### src/rtl/pulse_height_analyzer_pkg.sv
// ---------------------------------------------------------------------------
// v10_filter_parameters
// Shared parameters for the shaped-filter datapath and the pulse height
// analyzer built on it.
//   SIZE_FILTER_DATA : width of the signed shaped filter sample
//   TS_WIDTH         : width of the free-running timestamp counter
//   HOLDOFF_DEFAULT  : default dead time after each pulse, in clk cycles
//   HYST_DEFAULT     : default pile-up hysteresis, in filter LSBs
//   pha_state_e      : pulse height analyzer FSM states
//   sat_inc16        : 16-bit increment that sticks at 0xFFFF
// ---------------------------------------------------------------------------
package v10_filter_parameters;

  localparam int SIZE_FILTER_DATA = 16;
  localparam int TS_WIDTH         = 32;
  localparam int HOLDOFF_DEFAULT  = 8;
  localparam int HYST_DEFAULT     = 16;

  typedef enum logic [1:0] {
    ST_IDLE = 2'd0,
    ST_RISE = 2'd1,
    ST_FALL = 2'd2,
    ST_HOLD = 2'd3
  } pha_state_e;

  function automatic logic [15:0] sat_inc16(input logic [15:0] v);
    return (v == 16'hFFFF) ? v : v + 16'd1;
  endfunction

endpackage

### src/rtl/pulse_height_analyzer_if.sv
// ---------------------------------------------------------------------------
// pulse_height_analyzer_if
// Event output channel of the pulse height analyzer (valid/ready handshake).
//   out_valid     : event available (master -> slave)
//   out_ready     : consumer accepts event (slave -> master)
//   out_amplitude : signed pulse maximum
//   out_timestamp : counter value at the sample holding the maximum
//   out_width     : number of samples at or above threshold
//   out_pileup    : pile-up flag
// ---------------------------------------------------------------------------
interface pulse_height_analyzer_if #(
  parameter int SIZE_FILTER_DATA = v10_filter_parameters::SIZE_FILTER_DATA,
  parameter int TS_WIDTH         = v10_filter_parameters::TS_WIDTH
) ();

  logic                               out_valid;
  logic                               out_ready;
  logic signed [SIZE_FILTER_DATA-1:0] out_amplitude;
  logic        [TS_WIDTH-1:0]         out_timestamp;
  logic        [15:0]                 out_width;
  logic                               out_pileup;

  modport master (
    output out_valid,
    output out_amplitude,
    output out_timestamp,
    output out_width,
    output out_pileup,
    input  out_ready
  );

  modport slave (
    input  out_valid,
    input  out_amplitude,
    input  out_timestamp,
    input  out_width,
    input  out_pileup,
    output out_ready
  );

endinterface

### src/rtl/pulse_height_analyzer_event_slot.sv
// ---------------------------------------------------------------------------
// pha_event_slot
// Single-entry output register for completed pulse events with a saturating
// count of events lost while the slot was occupied.
//   clk, reset   : clock, synchronous active-low reset
//   ev_load      : a pulse completes this cycle; ev_* carry its fields
//   out_if       : valid/ready event channel (master side)
//   drop_count   : events discarded because the slot was full, sticks at 0xFFFF
// A completing event is taken whenever the slot is empty or is being drained
// on the same edge, so back-to-back accept/load keeps out_valid high.
// ---------------------------------------------------------------------------
module pha_event_slot #(
  parameter int SIZE_FILTER_DATA = v10_filter_parameters::SIZE_FILTER_DATA,
  parameter int TS_WIDTH         = v10_filter_parameters::TS_WIDTH
) (
  input  logic                               clk,
  input  logic                               reset,
  input  logic                               ev_load,
  input  logic signed [SIZE_FILTER_DATA-1:0] ev_amplitude,
  input  logic        [TS_WIDTH-1:0]         ev_timestamp,
  input  logic        [15:0]                 ev_width,
  input  logic                               ev_pileup,
  pulse_height_analyzer_if.master            out_if,
  output logic        [15:0]                 drop_count
);

  import v10_filter_parameters::*;

  logic                               valid_q,  valid_d;
  logic signed [SIZE_FILTER_DATA-1:0] amp_q,    amp_d;
  logic        [TS_WIDTH-1:0]         ts_q,     ts_d;
  logic        [15:0]                 width_q,  width_d;
  logic                               pileup_q, pileup_d;
  logic        [15:0]                 drop_q,   drop_d;

  always_comb begin
    valid_d  = valid_q;
    amp_d    = amp_q;
    ts_d     = ts_q;
    width_d  = width_q;
    pileup_d = pileup_q;
    drop_d   = drop_q;
    if (ev_load) begin
      if (!valid_q || out_if.out_ready) begin
        valid_d  = 1'b1;
        amp_d    = ev_amplitude;
        ts_d     = ev_timestamp;
        width_d  = ev_width;
        pileup_d = ev_pileup;
      end else begin
        drop_d = sat_inc16(drop_q);
      end
    end else if (valid_q && out_if.out_ready) begin
      valid_d = 1'b0;
    end
  end

  always_ff @(posedge clk) begin
    if (!reset) begin
      valid_q  <= 1'b0;
      amp_q    <= '0;
      ts_q     <= '0;
      width_q  <= '0;
      pileup_q <= 1'b0;
      drop_q   <= '0;
    end else begin
      valid_q  <= valid_d;
      amp_q    <= amp_d;
      ts_q     <= ts_d;
      width_q  <= width_d;
      pileup_q <= pileup_d;
      drop_q   <= drop_d;
    end
  end

  assign out_if.out_valid     = valid_q;
  assign out_if.out_amplitude = amp_q;
  assign out_if.out_timestamp = ts_q;
  assign out_if.out_width     = width_q;
  assign out_if.out_pileup    = pileup_q;
  assign drop_count           = drop_q;

endmodule

### src/rtl/pulse_height_analyzer.sv
// ---------------------------------------------------------------------------
// pulse_height_analyzer
// Detects pulses on a shaped filter stream, measures amplitude, peak
// timestamp, width above threshold and pile-up, and presents one event per
// pulse on a valid/ready channel.
//   clk, reset   : clock, synchronous active-low reset
//   filter_data  : signed shaped sample, one per clk
//   threshold    : signed trigger level, sampled when a pulse starts
//   out_if       : event channel (master side)
//   drop_count   : events lost because the output slot was full
//   busy         : FSM is not in IDLE
// A pulse runs IDLE -> RISE -> FALL and ends on the first sample below the
// latched threshold; HOLD then blinds the detector for HOLDOFF cycles.
// ---------------------------------------------------------------------------
module pulse_height_analyzer #(
  parameter int SIZE_FILTER_DATA = v10_filter_parameters::SIZE_FILTER_DATA,
  parameter int TS_WIDTH         = v10_filter_parameters::TS_WIDTH,
  parameter int HOLDOFF          = v10_filter_parameters::HOLDOFF_DEFAULT,
  parameter int HYST             = v10_filter_parameters::HYST_DEFAULT
) (
  input  logic                               clk,
  input  logic                               reset,
  input  logic signed [SIZE_FILTER_DATA-1:0] filter_data,
  input  logic signed [SIZE_FILTER_DATA-1:0] threshold,
  pulse_height_analyzer_if.master            out_if,
  output logic        [15:0]                 drop_count,
  output logic                               busy
);

  import v10_filter_parameters::*;

  localparam int N = SIZE_FILTER_DATA;
  // One extra bit so min + HYST never wraps at the top of the sample range.
  localparam logic signed [N:0] HYST_EXT  = $signed((N + 1)'(HYST));
  localparam logic        [15:0] HOLD_LAST = (HOLDOFF > 0) ? 16'(HOLDOFF - 1) : 16'd0;

  pha_state_e                state_q,  state_d;
  logic [TS_WIDTH-1:0]       cnt_q,    cnt_d;
  logic signed [N-1:0]       thr_q,    thr_d;
  logic signed [N-1:0]       max_q,    max_d;
  logic signed [N-1:0]       min_q,    min_d;
  logic [TS_WIDTH-1:0]       ts_q,     ts_d;
  logic [15:0]               width_q,  width_d;
  logic                      pileup_q, pileup_d;
  logic [15:0]               hold_q,   hold_d;
  logic                      ev_load;

  logic signed [N:0]         sample_ext;
  logic signed [N:0]         min_hyst;

  assign sample_ext = {filter_data[N-1], filter_data};
  assign min_hyst   = {min_q[N-1], min_q} + HYST_EXT;

  always_comb begin
    state_d  = state_q;
    cnt_d    = cnt_q + 1'b1;
    thr_d    = thr_q;
    max_d    = max_q;
    min_d    = min_q;
    ts_d     = ts_q;
    width_d  = width_q;
    pileup_d = pileup_q;
    hold_d   = hold_q;
    ev_load  = 1'b0;
    case (state_q)
      ST_IDLE: begin
        if (filter_data >= threshold) begin
          state_d  = ST_RISE;
          thr_d    = threshold;
          max_d    = filter_data;
          ts_d     = cnt_q;
          width_d  = 16'd1;
          pileup_d = 1'b0;
        end
      end
      ST_RISE, ST_FALL: begin
        if (filter_data < thr_q) begin
          // Trackers already hold the finished event; the slot captures them now.
          ev_load = 1'b1;
          hold_d  = 16'd0;
          state_d = (HOLDOFF == 0) ? ST_IDLE : ST_HOLD;
        end else begin
          width_d = sat_inc16(width_q);
          // Strictly greater keeps the first occurrence of a tied maximum.
          if (filter_data > max_q) begin
            max_d = filter_data;
            ts_d  = cnt_q;
          end
          if (state_q == ST_RISE) begin
            if (filter_data < max_q) begin
              state_d = ST_FALL;
              min_d   = filter_data;
            end
          end else begin
            if (sample_ext > min_hyst) pileup_d = 1'b1;
            if (filter_data < min_q)   min_d    = filter_data;
          end
        end
      end
      ST_HOLD: begin
        if (hold_q == HOLD_LAST) state_d = ST_IDLE;
        else                     hold_d  = hold_q + 16'd1;
      end
      default: state_d = ST_IDLE;
    endcase
  end

  always_ff @(posedge clk) begin
    if (!reset) begin
      state_q  <= ST_IDLE;
      cnt_q    <= '0;
      thr_q    <= '0;
      max_q    <= '0;
      min_q    <= '0;
      ts_q     <= '0;
      width_q  <= '0;
      pileup_q <= 1'b0;
      hold_q   <= '0;
    end else begin
      state_q  <= state_d;
      cnt_q    <= cnt_d;
      thr_q    <= thr_d;
      max_q    <= max_d;
      min_q    <= min_d;
      ts_q     <= ts_d;
      width_q  <= width_d;
      pileup_q <= pileup_d;
      hold_q   <= hold_d;
    end
  end

  assign busy = (state_q != ST_IDLE);

  pha_event_slot #(
    .SIZE_FILTER_DATA (SIZE_FILTER_DATA),
    .TS_WIDTH         (TS_WIDTH)
  ) u_slot (
    .clk          (clk),
    .reset        (reset),
    .ev_load      (ev_load),
    .ev_amplitude (max_q),
    .ev_timestamp (ts_q),
    .ev_width     (width_q),
    .ev_pileup    (pileup_q),
    .out_if       (out_if),
    .drop_count   (drop_count)
  );

endmodule

### src/flat_wrapper.sv
// flat-port wrapper written by rule: the top's interface ports become plain ports
module pulse_height_analyzer_flat import v10_filter_parameters::*;
#(
  parameter int SIZE_FILTER_DATA = v10_filter_parameters::SIZE_FILTER_DATA,
  parameter int TS_WIDTH         = v10_filter_parameters::TS_WIDTH,
  parameter int HOLDOFF          = v10_filter_parameters::HOLDOFF_DEFAULT,
  parameter int HYST             = v10_filter_parameters::HYST_DEFAULT
)
  (clk, reset, filter_data, threshold, drop_count, busy, out_if_out_valid, out_if_out_amplitude, out_if_out_timestamp, out_if_out_width, out_if_out_pileup, out_if_out_ready);
  pulse_height_analyzer_if #(.SIZE_FILTER_DATA(SIZE_FILTER_DATA), .TS_WIDTH(TS_WIDTH)) out_if_i ();
  input  logic clk;
  input  logic reset;
  input  logic signed [SIZE_FILTER_DATA-1:0] filter_data;
  input  logic signed [SIZE_FILTER_DATA-1:0] threshold;
  output logic        [15:0] drop_count;
  output logic busy;
  output wire logic [$bits(out_if_i.out_valid)-1:0] out_if_out_valid;
  output wire logic [$bits(out_if_i.out_amplitude)-1:0] out_if_out_amplitude;
  output wire logic [$bits(out_if_i.out_timestamp)-1:0] out_if_out_timestamp;
  output wire logic [$bits(out_if_i.out_width)-1:0] out_if_out_width;
  output wire logic [$bits(out_if_i.out_pileup)-1:0] out_if_out_pileup;
  input wire logic [$bits(out_if_i.out_ready)-1:0] out_if_out_ready;
  assign out_if_out_valid = out_if_i.out_valid;
  assign out_if_out_amplitude = out_if_i.out_amplitude;
  assign out_if_out_timestamp = out_if_i.out_timestamp;
  assign out_if_out_width = out_if_i.out_width;
  assign out_if_out_pileup = out_if_i.out_pileup;
  assign out_if_i.out_ready = out_if_out_ready;
  pulse_height_analyzer #(.SIZE_FILTER_DATA(SIZE_FILTER_DATA), .TS_WIDTH(TS_WIDTH), .HOLDOFF(HOLDOFF), .HYST(HYST)) u_core (.clk(clk), .reset(reset), .filter_data(filter_data), .threshold(threshold), .out_if(out_if_i), .drop_count(drop_count), .busy(busy));
endmodule
### config.mk
export PLATFORM = sky130hd
export DESIGN_NAME = pulse_height_analyzer_flat
export DESIGN_NICKNAME = d
export VERILOG_FILES = /design/src/rtl/pulse_height_analyzer_pkg.sv /design/src/rtl/pulse_height_analyzer_if.sv /design/src/rtl/pulse_height_analyzer_event_slot.sv /design/src/rtl/pulse_height_analyzer.sv /design/src/flat_wrapper.sv
export SDC_FILE = /design/constraint.sdc
export NUM_CORES = 1
export LEC_CHECK = 0
export ABC_AREA = 1
export BUFFER_PORTS_ARGS = -buffer_cell sky130_fd_sc_hd__buf_2
export CAP_MARGIN = 20
export CELL_PAD_IN_SITES_DETAIL_PLACEMENT = 0
export CELL_PAD_IN_SITES_GLOBAL_PLACEMENT = 1
export CORE_AREA = 8 8 206 208
export CTS_CLUSTER_DIAMETER = 200
export DETAILED_ROUTE_END_ITERATION = 6
export DIE_AREA = 0 0 214 216
export PLACE_DENSITY = 0.64
export SYNTH_ARGS = -nofsm -noshare
export SYNTH_HDL_FRONTEND = slang
export SYNTH_SLANG_ARGS = --single-unit
### constraint.sdc
create_clock -name clk -period 3.4 [get_ports clk]
set_input_delay 1.02 -clock clk [delete_from_list [all_inputs] [get_ports clk]]
set_output_delay 1.02 -clock clk [all_outputs]
set_load 0.005 [all_outputs]
# [Word-level counts from Yosys, hierarchy flattened]
# Index checks and enable logic that the tools add are counted.
[word_totals] rom_bits=0 register_bits=229 ramBits=0 mem_count=0 latchBits=0 input_bits=35
[classes] reduce_logical=20 n_addsub=5 div=0 bitwise=3 n_mux=34 n_shift=0 magnitude_cmp=6 n_eq_ne=19 mul=0
[ops] cell="$mux 16" n=11
[ops] cell="$mux 32" n=3
[ops] cell="$pmux 16 s2" n=3
[ops] cell="$pmux 32 s2" n=1
[ops] cell="$add 16x1->16 const B" n=3
[ops] cell="$lt 16x16->1" n=3
[ops] cell="$add 32x1->32 const B" n=1
[ops] cell="$eq 16x16->1 const B" n=2
[ops] cell="$add 16x6->17 const B" n=1
[ops] cell="$gt 16x17->1" n=1
[ops] cell="$eq 16x3->1 const B" n=1
[ops] cell="$ge 16x16->1" n=1
[ops] cell="$gt 16x16->1" n=1
[ops] cell="$reduce_and 4->1" n=4
[ops] cell="$ne 2x2->1 const B" n=6
[ops] cell="$mux 2" n=5
[ops] cell="$ne 2x1->1 const B" n=5
[ops] cell="$reduce_bool 2->1" n=5
[ops] cell="$mux 1" n=9
[ops] cell="$ne 3x1->1 const B" n=2
[ops] cell="$pmux 2 s3" n=1
[ops] cell="$reduce_and 2->1" n=3
[ops] cell="$reduce_and 3->1" n=2
[ops] cell="$reduce_and 5->1" n=1
[ops] cell="other kinds (9)" n=12

# [Depth between registers and ports, before layout]
# Gate-level depths: netlist of the first run.
[depth] word_depth=6 ltp_mapped=21 mapped_depth_nobuf=21

# [Cells and area by module]
# A second synthesis of the first run with hierarchy kept.
[hier_totals] hier_cells=1783 hier_area_um2=12384.4
[modules_own_cells] mod="pulse_height_analyzer" area_per_inst_um2=8998.6 instances=1 cells_per_inst=1326 seq_area_each_um2=2942.8
[modules_own_cells] mod="pha_event_slot" area_per_inst_um2=3385.7 instances=1 cells_per_inst=457 seq_area_each_um2=1641.6

# [Least setup slack after synthesis of the first run]
# OpenSTA, ideal clock, no wires.
[synth_timing] path_type="input -> register" startpoint="input filter_data[9]" endpoint="register u_core.u_slot.drop_q[3], in the netlist u_core.u_slot.drop_count[3]" setup_time_ns=0.116 path_stages=15 slack_ns=0.657 t_required_ns=3.284 arrival_ns=2.627 cell_sequence="ha_1 -> nand2_1 -> inv_1 -> o21ai_0 -> a21oi_1 -> nor2_1 -> nand2_1 -> nand2_1 -> nand2_2 -> nor2_2 -> buf_6 -> buf_6 -> nand3_1 -> o21ai_0 -> nor2_1"
[synth_between] elab_chain_cells=4
[synth_lines] item="start: declaration" line_no="flat_wrapper.sv:13" text="input logic signed [SIZE_FILTER_DATA-1:0] filter_data;"
[synth_lines] item="$lt 16x16->1" line_no="pulse_height_analyzer.sv:77" text="if (filter_data < thr_q) begin"
[synth_lines] item="$mux 1" line_no="pulse_height_analyzer.sv:77"
[synth_lines] item="$mux 1" line_no="pulse_height_analyzer.sv:65" text="case (state_q)"
[synth_lines] item="$reduce_and 3->1 (no line)"
[synth_lines] item="end signal: assignment" line_no="pulse_height_analyzer_event_slot.sv:72" text="drop_q <= drop_d;"
[synth_lines] item="end: declaration" line_no="pulse_height_analyzer_event_slot.sv:34" text="logic [15:0] drop_q, drop_d;"
# No other way between the ends.
# A chain may end at the register's enable or synchronous reset.

# [Worst setup path after layout of the first run]
[layout_timing] startpoint="register u_core.min_q[4]" endpoint="register u_core.pileup_q"
[layout_between] elab_chain_cells=4
[layout_lines] item="start: declaration" line_no="pulse_height_analyzer.sv:41" text="logic signed [N-1:0] min_q, min_d;"
[layout_lines] item="start signal: assignment" line_no="pulse_height_analyzer.sv:124" text="min_q <= min_d;"
[layout_lines] item="$add 16x6->17" line_no="pulse_height_analyzer.sv:52" text="assign min_hyst = {min_q[N-1], min_q} + HYST_EXT;"
[layout_lines] item="$gt 16x17->1" line_no="pulse_height_analyzer.sv:95" text="if (sample_ext > min_hyst) pileup_d = 1'b1;"
[layout_lines] item="$ne 2x1->1 (no line)"
[layout_lines] item="$reduce_and 5->1 (no line)"
[layout_lines] item="end signal: assignment" line_no="pulse_height_analyzer.sv:127" text="pileup_q <= pileup_d;"
[layout_lines] item="end: declaration" line_no="pulse_height_analyzer.sv:44" text="logic pileup_q, pileup_d;"
# No other way between the ends.

==> Implementation_results.wiki, run 1 <==
{| class="wikitable"
! Metric !! Value
|-
| Maximum number of pins on one net before global-route repair || 108
|-
| Worst-case setup margin in the final layout || 381.2 ps
|-
| Status || complete, no violations
|-
| Min Tclk post-route || 3019 ps
|-
| Type of the worst setup path || reg -> reg
|-
| Number of buffers inserted for hold repair after clock tree synthesis || 0
|-
| Vias per std cell || 4.693
|-
| Vias in the first global route || 11303
|-
| Sequential share of power || 33.2%
|-
| Antenna fix cells || 0
|-
| Syn_nets || 1945
|-
| Period utilisation layout || 88.79%
|-
| Worst hold margin || 455.9 ps
|-
| Global routing usage summed across all routing layers || approximately 15%
|-
| Seq cells post-synth || 229
|-
| Arrival time reported for the critical path endpoint || 3520 ps
|-
| Cells resized by post-CTS repair || 0
|-
| Wire length of the first global-routing pass || 58170 microns
|-
| Final design utilization || 37.18%
|-
| Leakage power total || 6.122 nW
|-
| Final-layout fill cell count || 4211
|-
| Clock latency of the later-clocked register in the worst-skew pair || about 560 ps
|-
| Total power per unit cell area || 705.8 nW/um^2
|-
| Combined area of the multi-input logic cells || about 6700 sq um
|-
| Clock share of power || 28.7%
|-
| Sequential fraction of the synthesis area || about 37%
|-
| Worst Setup End Kind || flip-flop
|-
| Placeable core region || between 30000 and 40000 sq um
|-
| Count of flip-flops with a built-in enable after synthesis || 0
|-
| Die Outline Area || 46220 sq um
|-
| Switching component of the power || 0.004015 W
|-
| Placed wire-length estimate || ~25000 microns
|-
| Hold WC Path Type || reg -> reg
|-
| I/O pin count || 118
|-
| Comb pwr share || about two fifths
|-
| Number of placement rows || 73
|-
| Num CTS Buffers || 28
|-
| Iteration-0 DRC count of the detailed router || 613
|-
| Die width || 214 microns
|-
| Largest vdd supply drop || 0.0003870 V
|-
| Post-Syn Area || approximately 12000 sq um
|-
| Maximum level of the CTS H-tree || 1
|-
| Share of cells above drive strength 1 || 10.68%
|-
| Cell variety after synth || 37
|-
| FFs w/ async S/R, synth || 0%
|-
| TritonCTS clock tree || built
|-
| DR vias || 11564
|-
| Initial cell density of the core || 31.69%
|-
| Internal power consumption || 0.006267 W
|-
| CP max FO || 5
|-
| Post-CTS Setup Repair Bufs || 0
|-
| Count of input and output buffers || between 100 and 150
|-
| Sum of overflow across all layers after global routing || 0
|-
| Antenna Nets Post-Route || 0
|-
| Synthesis Warnings || 0
|-
| CP startpoint kind || flip-flop
|-
| Required @ worst endpoint || 3900 ps
|-
| Overall Power || 0.01028 W
|-
| Number of failing setup endpoints in the final timing report || 0
|-
| Cell count after synthesis || around 1800
|-
| Clock sinks || 229
|-
| Final Slew Violations || 0
|-
| Top library cells by usage in the layout, fill and taps aside || nand2_1 (430), nor2_1 (260), dfxtp_1 (229)
|-
| Placer Congestion || 0.8344
|-
| Die height || 216 microns
|-
| Root buffer cell || clkbuf_16
|-
| Wire per inst || 14.17 microns
|-
| Clk pin slew, worst setup/hold paths || roughly 60 ps
|-
| Switching power share of the total || 39.05%
|-
| Setup repair after global routing missed its margin || no
|-
| Clock Path Buffers || 3
|-
| Post-route DRC || 0
|-
| Place WS || 101.6 ps
|-
| Total iterations of the first detailed-routing run || 5
|-
| Area taken by flip-flops and latches || 4584 sq um
|-
| Area delta synth->final || 17.31%
|-
| Max-Slew Margin vs Limit || 60.29%
|-
| Total of max-cap violations || 0
|-
| Worst-margin pin slew || a little under 600 ps
|-
| Per-instance average area after synthesis || 6.816 sq um
|-
| Hold violation total from the final report || 0
|-
| Number of antenna violations at the first check in global routing || 0
|-
| Final layout net count || 2044
|-
| Achievable clock frequency || 331.3 MHz
|-
| Drt total wl || around 35000 microns
|-
| Most frequent standard cell in the layout excluding fill and tap cells || nand2_1
|-
| Final-layout setup total negative slack || 0 ps
|-
| Leading register cell type out of synthesis || dfxtp_1
|-
| Setup Skew || 17.91 ps
|}
## power groups by stage
stage / clock [W] / sequential (W) / combinational, W
final: 0.00295 / 0.00341 / 0.00392
after global placement: 0 / 0.00347 / 0.00397
after detailed placement: 0 / 0.00347 / 0.00400
after floorplan: 0 / 0.00338 / 0.00286
after global routing: 0.00318 / 0.00347 / 0.00453
after CTS: 0.00307 / 0.00342 / 0.00402
## cell type report
type	count	share of cell area [%]
repair buffers	146	6.648
well taps	525	4.509
clock inverters	3	0.3693
multi-input cells	1315	45.94
flip-flops and latches	229	31.47
inverters	201	5.196
clock buffers	45	5.866
## Yosys cell counts, types with 6 or more instances
library cell / number / share of area (%)
nand4_1: 31 / 1.6
buf_4: 10 / 0.60
xnor2_1: 8 / 0.56
o21ai_0: 44 / 1.8
buf_6: 7 / 0.63
nor4_1: 9 / 0.45
nor2_1: 260 / 7.9
dfxtp_1: 229 / 37
clkbuf_1: 35 / 1.1
o21a_1: 6 / 0.36
nor3_1: 41 / 1.7
nand2_1: 432 / 13
xor2_1: 33 / 2.3
buf_1: 7 / 0.21
nand3_1: 158 / 6.4
buf_2: 18 / 0.73
a21oi_1: 177 / 7.1
inv_1: 195 / 5.9
ha_1: 88 / 8.9
## routing by layer
metal / track usage (%) / routed length [microns]
met5: 0 / 0
met4: 3.106 / 494
met3: 2.503 / 1392
met2: 25.19 / 16200
met1: 19.44 / 16820
## worst max-delay path: stages (launching register included)
cell and delay (ps):
dfxtp_1 420, inv_1 110, nor3_2 270, nand3_1 150
nor2_1 110, inv_1 70, nor2_1 120, inv_1 80
o21ai_0 130, o21ai_0 100, ha_1 280, nand2_1 80
nor2_1 140, and2_1 170, nand4_1 110, nand3_1 110
nand2_1 60, nand3_1 150, nand3_1 90, nor2_1 110
nor2_1 50, nor2_1 70
## final timing paths
path	startpoint	end	slack [ps]	cells after the start
max	u_core.min_q[4]$_SDFFE_PN0P_	u_core.pileup_q$_SDFFE_PN0P_	380	21
min	u_core.u_slot.out_if.out_width[2]$_SDFFE_PN0P_	u_core.u_slot.out_if.out_width[2]$_SDFFE_PN0P_	460	2
max reg2reg	u_core.min_q[4]$_SDFFE_PN0P_	u_core.pileup_q$_SDFFE_PN0P_	380	21
min reg2reg	u_core.u_slot.out_if.out_width[2]$_SDFFE_PN0P_	u_core.u_slot.out_if.out_width[2]$_SDFFE_PN0P_	460	2
## stage by stage
| step | cell area (sq um) | cells |
|---|---|---|
| after CTS | 14560 | 2464 |
| after floorplan | 12420 | 1822 |
| after detailed placement | 13650 | 2416 |
| after global placement | 13650 | 2416 |
| final | 14570 | 2464 |
| after global routing | 14570 | 2464 |
## cell families (layout without fill, tap and decap cells)
| kind of cell | Yosys count | after routing | synth area share (%) |
|---|---|---|---|
| adders and majority gates | 88 | 88 | 8.867 |
| AOI/OAI and AO/OA | 236 | 236 | 9.824 |
| and+or+nand+nor | 950 | 950 | 32.19 |
| buffers and inverters | 278 | 395 | 9.310 |
| DFF | 229 | 229 | 36.92 |
| xor gates and xnor gates | 41 | 41 | 2.892 |
Power figures use the tool's default switching activity.
==> run 2: changes to the inputs <==
--- a/config.mk
+++ b/config.mk
@@ -11,10 +11,11 @@
 export CELL_PAD_IN_SITES_DETAIL_PLACEMENT = 0
 export CELL_PAD_IN_SITES_GLOBAL_PLACEMENT = 1
 export CORE_AREA = 8 8 206 208
+export CTS_BUF_LIST = sky130_fd_sc_hd__clkbuf_8 sky130_fd_sc_hd__clkbuf_16
 export CTS_CLUSTER_DIAMETER = 200
 export DETAILED_ROUTE_END_ITERATION = 6
 export DIE_AREA = 0 0 214 216
-export PLACE_DENSITY = 0.64
+export PLACE_DENSITY_LB_ADDON = 0.05
 export SYNTH_ARGS = -nofsm -noshare
 export SYNTH_HDL_FRONTEND = slang
 export SYNTH_SLANG_ARGS = --single-unit
==> run 2 against run 1 <==
- worst setup slack improved by 75 ps
- clock skew fell by 5.8 ps
- die area did not move
- sequential power barely moved
- sequential share of layout area fell by 0.32 points
- global-route usage rose by 0.53 points
- via count fell by 0.53%
- non-clock buffer count rose by 17
- count of clock-buffer cells in the layout fell by 8
- register-to-register slack improved by 70 ps
- utilization rose by 0.39 points
- maximum frequency rose by 2.5%
==> Implementation_results.wiki, run 2 (synthesis results as in run 1) <==
{| class="wikitable"
! Metric !! Value
|-
| Status || complete, no violations
|-
| Share of cells above drive strength 1 || 11.73%
|-
| Clock latency of the later-clocked register in the worst-skew pair || 570 ps
|-
| CP startpoint kind || flip-flop
|-
| Type of the worst setup path || reg -> reg
|-
| Top sig layer || met4
|-
| Placeable core region || about 39000 sq um
|-
| Setup Skew || 12.06 ps
|-
| Iteration-0 DRC count of the detailed router || 511
|-
| Area delta synth->final || 18.55%
|-
| Met2 routed wirelength || 15950 microns
|-
| Startpoint of the lowest-slack register-to-register path || u_core.min_q[5]$_SDFFE_PN0P_
|-
| Setup repair after global routing missed its margin || no
|-
| Total power per unit cell area || 712.6 nW/um^2
|-
| Final-layout setup total negative slack || 0 ps
|-
| Required @ worst endpoint || 3860 ps
|-
| Clk pin slew, worst setup/hold paths || 60 ps
|-
| Antenna fix cells || 0
|-
| Wire length of the first global-routing pass || 60080 microns
|-
| Final layout net count || 2062
|-
| Clock Path Buffers || 3
|-
| I/O pin count || ~120
|-
| Crit path max-delay family || simple AND/OR/NAND/NOR gates
|-
| Max-Slew Margin vs Limit || 52.04%
|-
| Wire per inst || 14.46 microns
|-
| Worst Setup End Kind || flip-flop
|-
| Sum of overflow across all layers after global routing || 0
|-
| Drt total wl || ~36000 microns
|-
| Vias in the first global route || approximately 11000
|-
| Fin area || around 15000 sq um
|-
| Global routing usage summed across all routing layers || approximately 15%
|-
| Hold WC Path Type || reg -> reg
|-
| Total iterations of the first detailed-routing run || 4
|-
| Critical path's most frequent cell || nor2_1
|-
| Slowest stage cell on the critical path || dfxtp_1
|-
| Clock sinks || 229
|-
| Achievable clock frequency || 339.7 MHz
|-
| Buffers plus inverters on the worst setup path || 3
|-
| Final Slew Violations || 0
|-
| Worst-margin pin slew || 712.8 ps
|-
| Slowest cell delay on critical path || 380 ps
|-
| Largest vdd supply drop || 0.0003604 V
|-
| Initial cell density of the core || 31.69%
|-
| Arrival time reported for the critical path endpoint || about 3400 ps
|-
| Placer Congestion || 0.8164
|-
| Vias per std cell || 4.627
|-
| Critical path launch point || u_core.min_q[5]$_SDFFE_PN0P_
|-
| TritonCTS clock tree || built
|-
| Die height || 216 microns
|-
| Most frequent standard cell in the layout excluding fill and tap cells || nand2_1
|-
| Min Tclk post-route || 2944 ps
|-
| Number of placement rows || 73
|-
| Overall Power || roughly 0.010 W
|-
| CP max FO || 4
|-
| Die width || between 200 and 250 microns
|-
| Period utilisation layout || 86.59%
|-
| Num CTS Buffers || 29
|-
| Maximum level of the CTS H-tree || 1
|-
| Placed wire-length estimate || about 26000 microns
|-
| Routed metal-1 wire length || 18030 microns
|-
| Maximum number of pins on one net before global-route repair || between 100 and 150
|-
| DR vias || about 12000
|-
| Leakage power total || 6.264 nW
|-
| Die Outline Area || 46220 sq um
|-
| Number of antenna violations at the first check in global routing || 0
|-
| Origin of the worst min-delay path || u_core.u_slot.out_if.out_timestamp[2]$_SDFFE_PN0P_
|-
| Crit path cell chain || inv_1 > nor3_2 > nand3_1 > nor2_1 > inv_1 > nor2_1 > inv_1 > o21ai_0 > o21ai_0 > ha_1 > nand2_1 > nor2_1 > and2_1 > nand4_1 > nand4_1 > nand3_1 > nand3_1 > nor2_1 > nor2_1 > nor2_1
|-
| Number of failing setup endpoints in the final timing report || 0
|-
| Antenna Nets Post-Route || 0
|-
| Placed instance area || 13770 sq um
|-
| Root buffer cell || clkbuf_16
|-
| Hold violation total from the final report || 0
|-
| Post-route DRC || 0
|-
| Count of input and output buffers || around 120
|-
| Top library cells by usage in the layout, fill and taps aside || nand2_1 (430), nor2_1 (260), dfxtp_1 (228)
|-
| Length of routed met3 wiring || 1542 microns
|-
| Total of max-cap violations || 0
|}
## run 2: changes by cell type in the layout (fill, tap and decap cells not counted), moves of 6 or more
| cell | before | now |
|---|---|---|
| clkinv_2 | 0 | 6 |
| inv_1 | 195 | 203 |
| clkbuf_1 | 8 | 0 |
| buf_4 | 17 | 35 |
## run 2: what timing repair did
item                                    CTS  global route
buffers inserted                          0             0
endpoints found under the setup margin    0             1
hold buffers                              0             0
gates resized for setup                   0             2
## run 2: layout make-up
cell class	count	area, sq um
Clock buffer	37	835.8
Clock inverter	16	110.1
Fill cell	4275	24460
Inverter	201	757.0
Multi-Input combinational cell	1315	6693
Sequential cell	229	4586
Tap cell	525	656.9
Timing Repair Buffer	163	1084
## run 2: metal layers
| metal | up-vias | track usage [%] |
|---|---|---|
| met3 | 32 | 2.797 |
| li1 | 6124 | - |
| met1 | 5207 | 20.86 |
| met4 | 0 | 3.129 |
| met5 | - | 0 |
| met2 | 140 | 25.05 |
## run 2: metrics by stage
| stage | hold slack, ps | worst slack [ps] | utilization (%) | instances |
|---|---|---|---|---|
| CTS | 459.1 | 305.2 | 37.55 | 2486 |
| floorplan | 429.7 | 656.8 | - | 1822 |
| global placement | 447.6 | 124.9 | 35.14 | 2433 |
| global route | 475.1 | 25.62 | 37.57 | 2486 |
| detailed placement | 451.4 | 120.7 | 35.14 | 2433 |
| finish | 455.9 | 456.0 | 37.57 | 2486 |
## run 2: report_power, final
part	internal, W	switching (W)
sequential	0.00312	0.000294
clock	0.00180	0.00124
combinational	0.00148	0.00257
## run 2: tightest hold or removal path: cells and delay by family, from the launching register on
kind / cells / cell delay (ps)
AOI/OAI and AO/OA: 1 / 50
DFF: 1 / 300
and+or+nand+nor: 1 / 60
## run 2: path summary, 6_finish.rpt
check	end	slack, ps	cells past startpoint
setup / recovery	u_core.pileup_q$_SDFFE_PN0P_	460	20
hold reg to reg	u_core.u_slot.out_if.out_timestamp[2]$_SDFFE_PN0P_	460	2
setup reg to reg	u_core.pileup_q$_SDFFE_PN0P_	460	20
hold / removal	u_core.u_slot.out_if.out_timestamp[2]$_SDFFE_PN0P_	460	2
==> run 3: changes to the inputs <==
--- a/config.mk
+++ b/config.mk
@@ -5,17 +5,18 @@
 export SDC_FILE = /design/constraint.sdc
 export NUM_CORES = 1
 export LEC_CHECK = 0
-export ABC_AREA = 1
 export BUFFER_PORTS_ARGS = -buffer_cell sky130_fd_sc_hd__buf_2
 export CAP_MARGIN = 20
 export CELL_PAD_IN_SITES_DETAIL_PLACEMENT = 0
 export CELL_PAD_IN_SITES_GLOBAL_PLACEMENT = 1
-export CORE_AREA = 8 8 206 208
+export CORE_AREA = 8 8 200 202
 export CTS_BUF_LIST = sky130_fd_sc_hd__clkbuf_8 sky130_fd_sc_hd__clkbuf_16
 export CTS_CLUSTER_DIAMETER = 200
 export DETAILED_ROUTE_END_ITERATION = 6
-export DIE_AREA = 0 0 214 216
+export DIE_AREA = 0 0 208 210
 export PLACE_DENSITY_LB_ADDON = 0.05
+export SLEW_MARGIN = 20
 export SYNTH_ARGS = -nofsm -noshare
 export SYNTH_HDL_FRONTEND = slang
 export SYNTH_SLANG_ARGS = --single-unit
+export TNS_END_PERCENT = 30
==> run 3 against run 2 <==
- final area decreased by 3.3%
- utilization up 0.95 points
- sequential share of layout area rose by 1.1 points
- combinational power decreased by 40%
- register-to-register slack improved by 110 ps
- die area down 5.5%
- synthesized cell count decreased by 25%
- worst setup slack worse by 130 ps
- clock power rose by 10%
- flip-flop and latch count unchanged
- sequential power fell by 10%
- critical path type is now in -> reg
- largest cell class unchanged
- highest routed layer unchanged
==> Implementation_results.wiki, run 3 <==
{| class="wikitable"
! Metric !! Value
|-
| Per-instance average area after synthesis || ~8.5 sq um
|-
| Number of buffers inserted for hold repair after clock tree synthesis || 0
|-
| Crit path max-delay family || compound AO/OA/AOI/OAI gates
|-
| Maximum level of the CTS H-tree || 1
|-
| Sequential fraction of the synthesis area || 39.52%
|-
| Clock share of power || 37.9%
|-
| Hold WC Path Type || reg -> reg
|-
| Antenna fix cells || 0
|-
| Num CTS Buffers || 28
|-
| Buffers plus inverters on the worst setup path || 2
|-
| Count of flip-flops with a built-in enable after synthesis || 0
|-
| Placed wire-length estimate || 22720 microns
|-
| Iteration-0 DRC count of the detailed router || 382
|-
| Destination of the worst register-to-register timing path || u_core.ts_q[17]$_SDFFE_PN0P_
|-
| Period utilisation layout || ~90%
|-
| Root buffer cell || clkbuf_16
|-
| Origin of the worst min-delay path || u_core.ts_q[9]$_SDFFE_PN0P_
|-
| Hold violation total from the final report || 0
|-
| Most frequent standard cell in the layout excluding fill and tap cells || nand2_1
|-
| Worst-case setup margin in the final layout || about 330 ps
|-
| Cells resized by post-CTS repair || 0
|-
| Final design utilization || 38.52%
|-
| Clk pin slew, worst setup/hold paths || 60 ps
|-
| Path depth of the worst reg2reg path || 11
|-
| Achievable clock frequency || 325.4 MHz
|-
| Switching component of the power || 0.002747 W
|-
| Synthesis Warnings || 0
|-
| Filler-free cell count of the finished design || 2017
|-
| Vias in the first global route || 9561
|-
| Sequential share of power || 34.7%
|-
| DR vias || 9520
|-
| Maximum number of pins on one net before global-route repair || just over 90
|-
| Cell total after placement || 1965
|-
| Most congested layer reported by global routing || met2
|-
| Area delta synth->final || 22.70%
|-
| Top cell types by occurrence after synthesis || nand2_1 (283), dfxtp_1 (229), ha_1 (88), inv_1 (82), a21boi_0 (79)
|-
| Worst Setup End Kind || flip-flop
|-
| Post-route DRC || 0
|-
| Vias per std cell || around 4.7
|-
| Clock latency of the later-clocked register in the worst-skew pair || 560 ps
|-
| FFs w/ async S/R, synth || 0%
|-
| Cell variety after synth || 56
|-
| Comb pwr share || 27.4%
|-
| Arrival time reported for the critical path endpoint || 3560 ps
|-
| Final-layout fill cell count || 3858
|-
| Setup repair after global routing missed its margin || no
|-
| Met1 GRT Util || 19.14%
|-
| Initial cell density of the core || 31.39%
|-
| Sum of overflow across all layers after global routing || 0
|-
| Type of the worst setup path || in -> reg
|-
| Worst hold stages || 2
|-
| Slowest stage cell on the critical path || a2111oi_0
|-
| Top cells by area in the synthesized netlist || dfxtp_1 (40%), ha_1 (9.5%), nand2_1 (9.2%)
|-
| Final layout net count || 1644
|-
| Area share of the leading cell type in the synthesized netlist || about two fifths
|-
| Place WS || -223.6 ps
|-
| Startpoint of the lowest-slack register-to-register path || u_core.max_q[8]$_SDFFE_PN0P_
|-
| Count of input and output buffers || 117
|-
| Combined area of the multi-input logic cells || 6471 sq um
|-
| Internal power consumption || 0.006105 W
|-
| Min Tclk post-route || roughly 3000 ps
|-
| Die width || 208 microns
|-
| Switching power share of the total || 31.03%
|-
| Setup slack, reg-to-reg || 570 ps
|-
| CP max FO || 23
|-
| TritonCTS clock tree || built
|-
| Drt total wl || about 31000 microns
|-
| Total iterations of the first detailed-routing run || 4
|-
| Status || complete, no violations
|-
| Endpoint with the worst hold slack || u_core.ts_q[9]$_SDFFE_PN0P_
|-
| Met2 Use GR || 22.97%
|-
| Die height || 210 microns
|-
| Library cell with the largest summed area after synthesis || dfxtp_1
|-
| Max-Slew Margin vs Limit || a little over three fifths
|-
| Wire per inst || approximately 15 microns
|-
| Number of failing setup endpoints in the final timing report || 0
|-
| Clock Path Buffers || 3
|-
| Number of placement rows || 71
|-
| Cell with the most instances after synthesis || nand2_1
|-
| Leakage power total || 5.776 nW
|-
| I/O pin count || 118
|-
| Met3 Usage GRT || 3.060%
|-
| Total power per unit cell area || 621.9 nW/um^2
|-
| Placer Congestion || 0.7616
|-
| Worst-margin pin slew || 559.4 ps
|-
| Clock sinks || 229
|-
| Placeable core region || 36960 sq um
|-
| Antenna Nets Post-Route || 0
|-
| Share of cells above drive strength 1 || 15.94%
|-
| Final Slew Violations || 0
|-
| Wire length of the first global-routing pass || between 50000 and 60000 microns
|-
| Die Outline Area || 43680 sq um
|-
| Post-Syn Area || 11600 sq um
|-
| Top library cells by usage in the layout, fill and taps aside || nand2_1 (283), dfxtp_1 (229), buf_2 (116)
|-
| Global routing usage summed across all routing layers || 14.17%
|-
| Post-CTS Setup Repair Bufs || 0
|-
| CP startpoint kind || input port
|-
| Cell count after synthesis || 1369
|-
| Setup Skew || around 11 ps
|-
| Largest vdd supply drop || 0.0003311 V
|-
| Crit path cell chain || buf_2 > ha_1 > nand4_1 > a2111oi_0 > a211oi_1 > nand3_1 > o2111ai_2 > buf_4 > or3_1 > a21oi_1
|-
| Slowest cell delay on critical path || about 450 ps
|-
| Required @ worst endpoint || about 4000 ps
|-
| Syn_nets || 1492
|-
| Total of max-cap violations || 0
|-
| Number of antenna violations at the first check in global routing || 0
|-
| Seq cells post-synth || 229
|-
| Area taken by flip-flops and latches || roughly 4600 sq um
|-
| Leading register cell type out of synthesis || dfxtp_1
|}
-- run 3: final cells by class --
type,instances,area share (%)
clock inverters,15,1.644
well taps,474,4.166
inverters,82,2.162
multi-input cells,996,45.46
flip-flops and latches,229,32.21
clock buffers,37,5.792
repair buffers,184,8.570
-- run 3: layer usage --
metal | vias up | wire length (microns)
met3 | 39 | 1248
met2 | 108 | 13630
met1 | 4388 | 15650
met5 | - | 0
met4 | 0 | 592
li1 | 4985 | -
-- run 3: power groups by stage --
stage / combinational [W] / sequential (W) / clock [W]
2_1_floorplan: 0.00160 / 0.00308 / 0
3_3_place_gp: 0.00247 / 0.00314 / 0
3_5_place_dp: 0.00248 / 0.00314 / 0
4_1_cts: 0.00249 / 0.00308 / 0.00349
5_1_grt: 0.00272 / 0.00311 / 0.00360
6_report: 0.00243 / 0.00307 / 0.00335
-- run 3: worst register-to-register path: stages (launching register included) --
cell and delay [ps]:
dfxtp_1 440, inv_1 80, ha_1 280, nand4_1 120, nor3_1 340, a21boi_1 220
nor4_1 70, mux2_2 290, nand3_1 130, a21oi_4 330, buf_12 240, mux2i_1 220
-- run 3: cells by family after synthesis --
logic type	share of synthesized area [%]
DFF	39.52
muxes	5.792
and+or+nand+nor	23.05
buffers and inverters	5.058
adders and majority gates	9.491
AOI/OAI and AO/OA	12.94
xor gates and xnor gates	4.152
-- run 3: worst max path at each step --
| stage | start | end | slack [ps] | cells after the start |
|---|---|---|---|---|
| 2_1_floorplan | filter_data[15] | u_core.min_q[10]$_SDFFE_PN0P_ | 60 | 10 |
| 3_3_place_gp | filter_data[15] | u_core.ts_q[18]$_SDFFE_PN0P_ | -160 | 11 |
| 3_5_place_dp | filter_data[15] | u_core.width_q[11]$_SDFFE_PN0P_ | -220 | 10 |
| 4_1_cts | filter_data[15] | u_core.width_q[6]$_SDFFE_PN0P_ | 370 | 10 |
| 5_1_grt | filter_data[15] | u_core.width_q[10]$_SDFFE_PN0P_ | 110 | 10 |
| 6_report | filter_data[15] | u_core.width_q[11]$_SDFFE_PN0P_ | 330 | 10 |
-- run 3: metrics by stage --
stage	power [W]	hold slack [ps]	setup TNS [ps]	instance area, sq um
finish	0.008852	454.0	0	14230
global route	0.009431	475.9	0	14230
detailed placement	0.005616	446.6	-23370	13180
global placement	0.005603	443.9	-18260	13180
floorplan	0.004676	432.7	0	11600
CTS	0.009057	458.4	0	14230
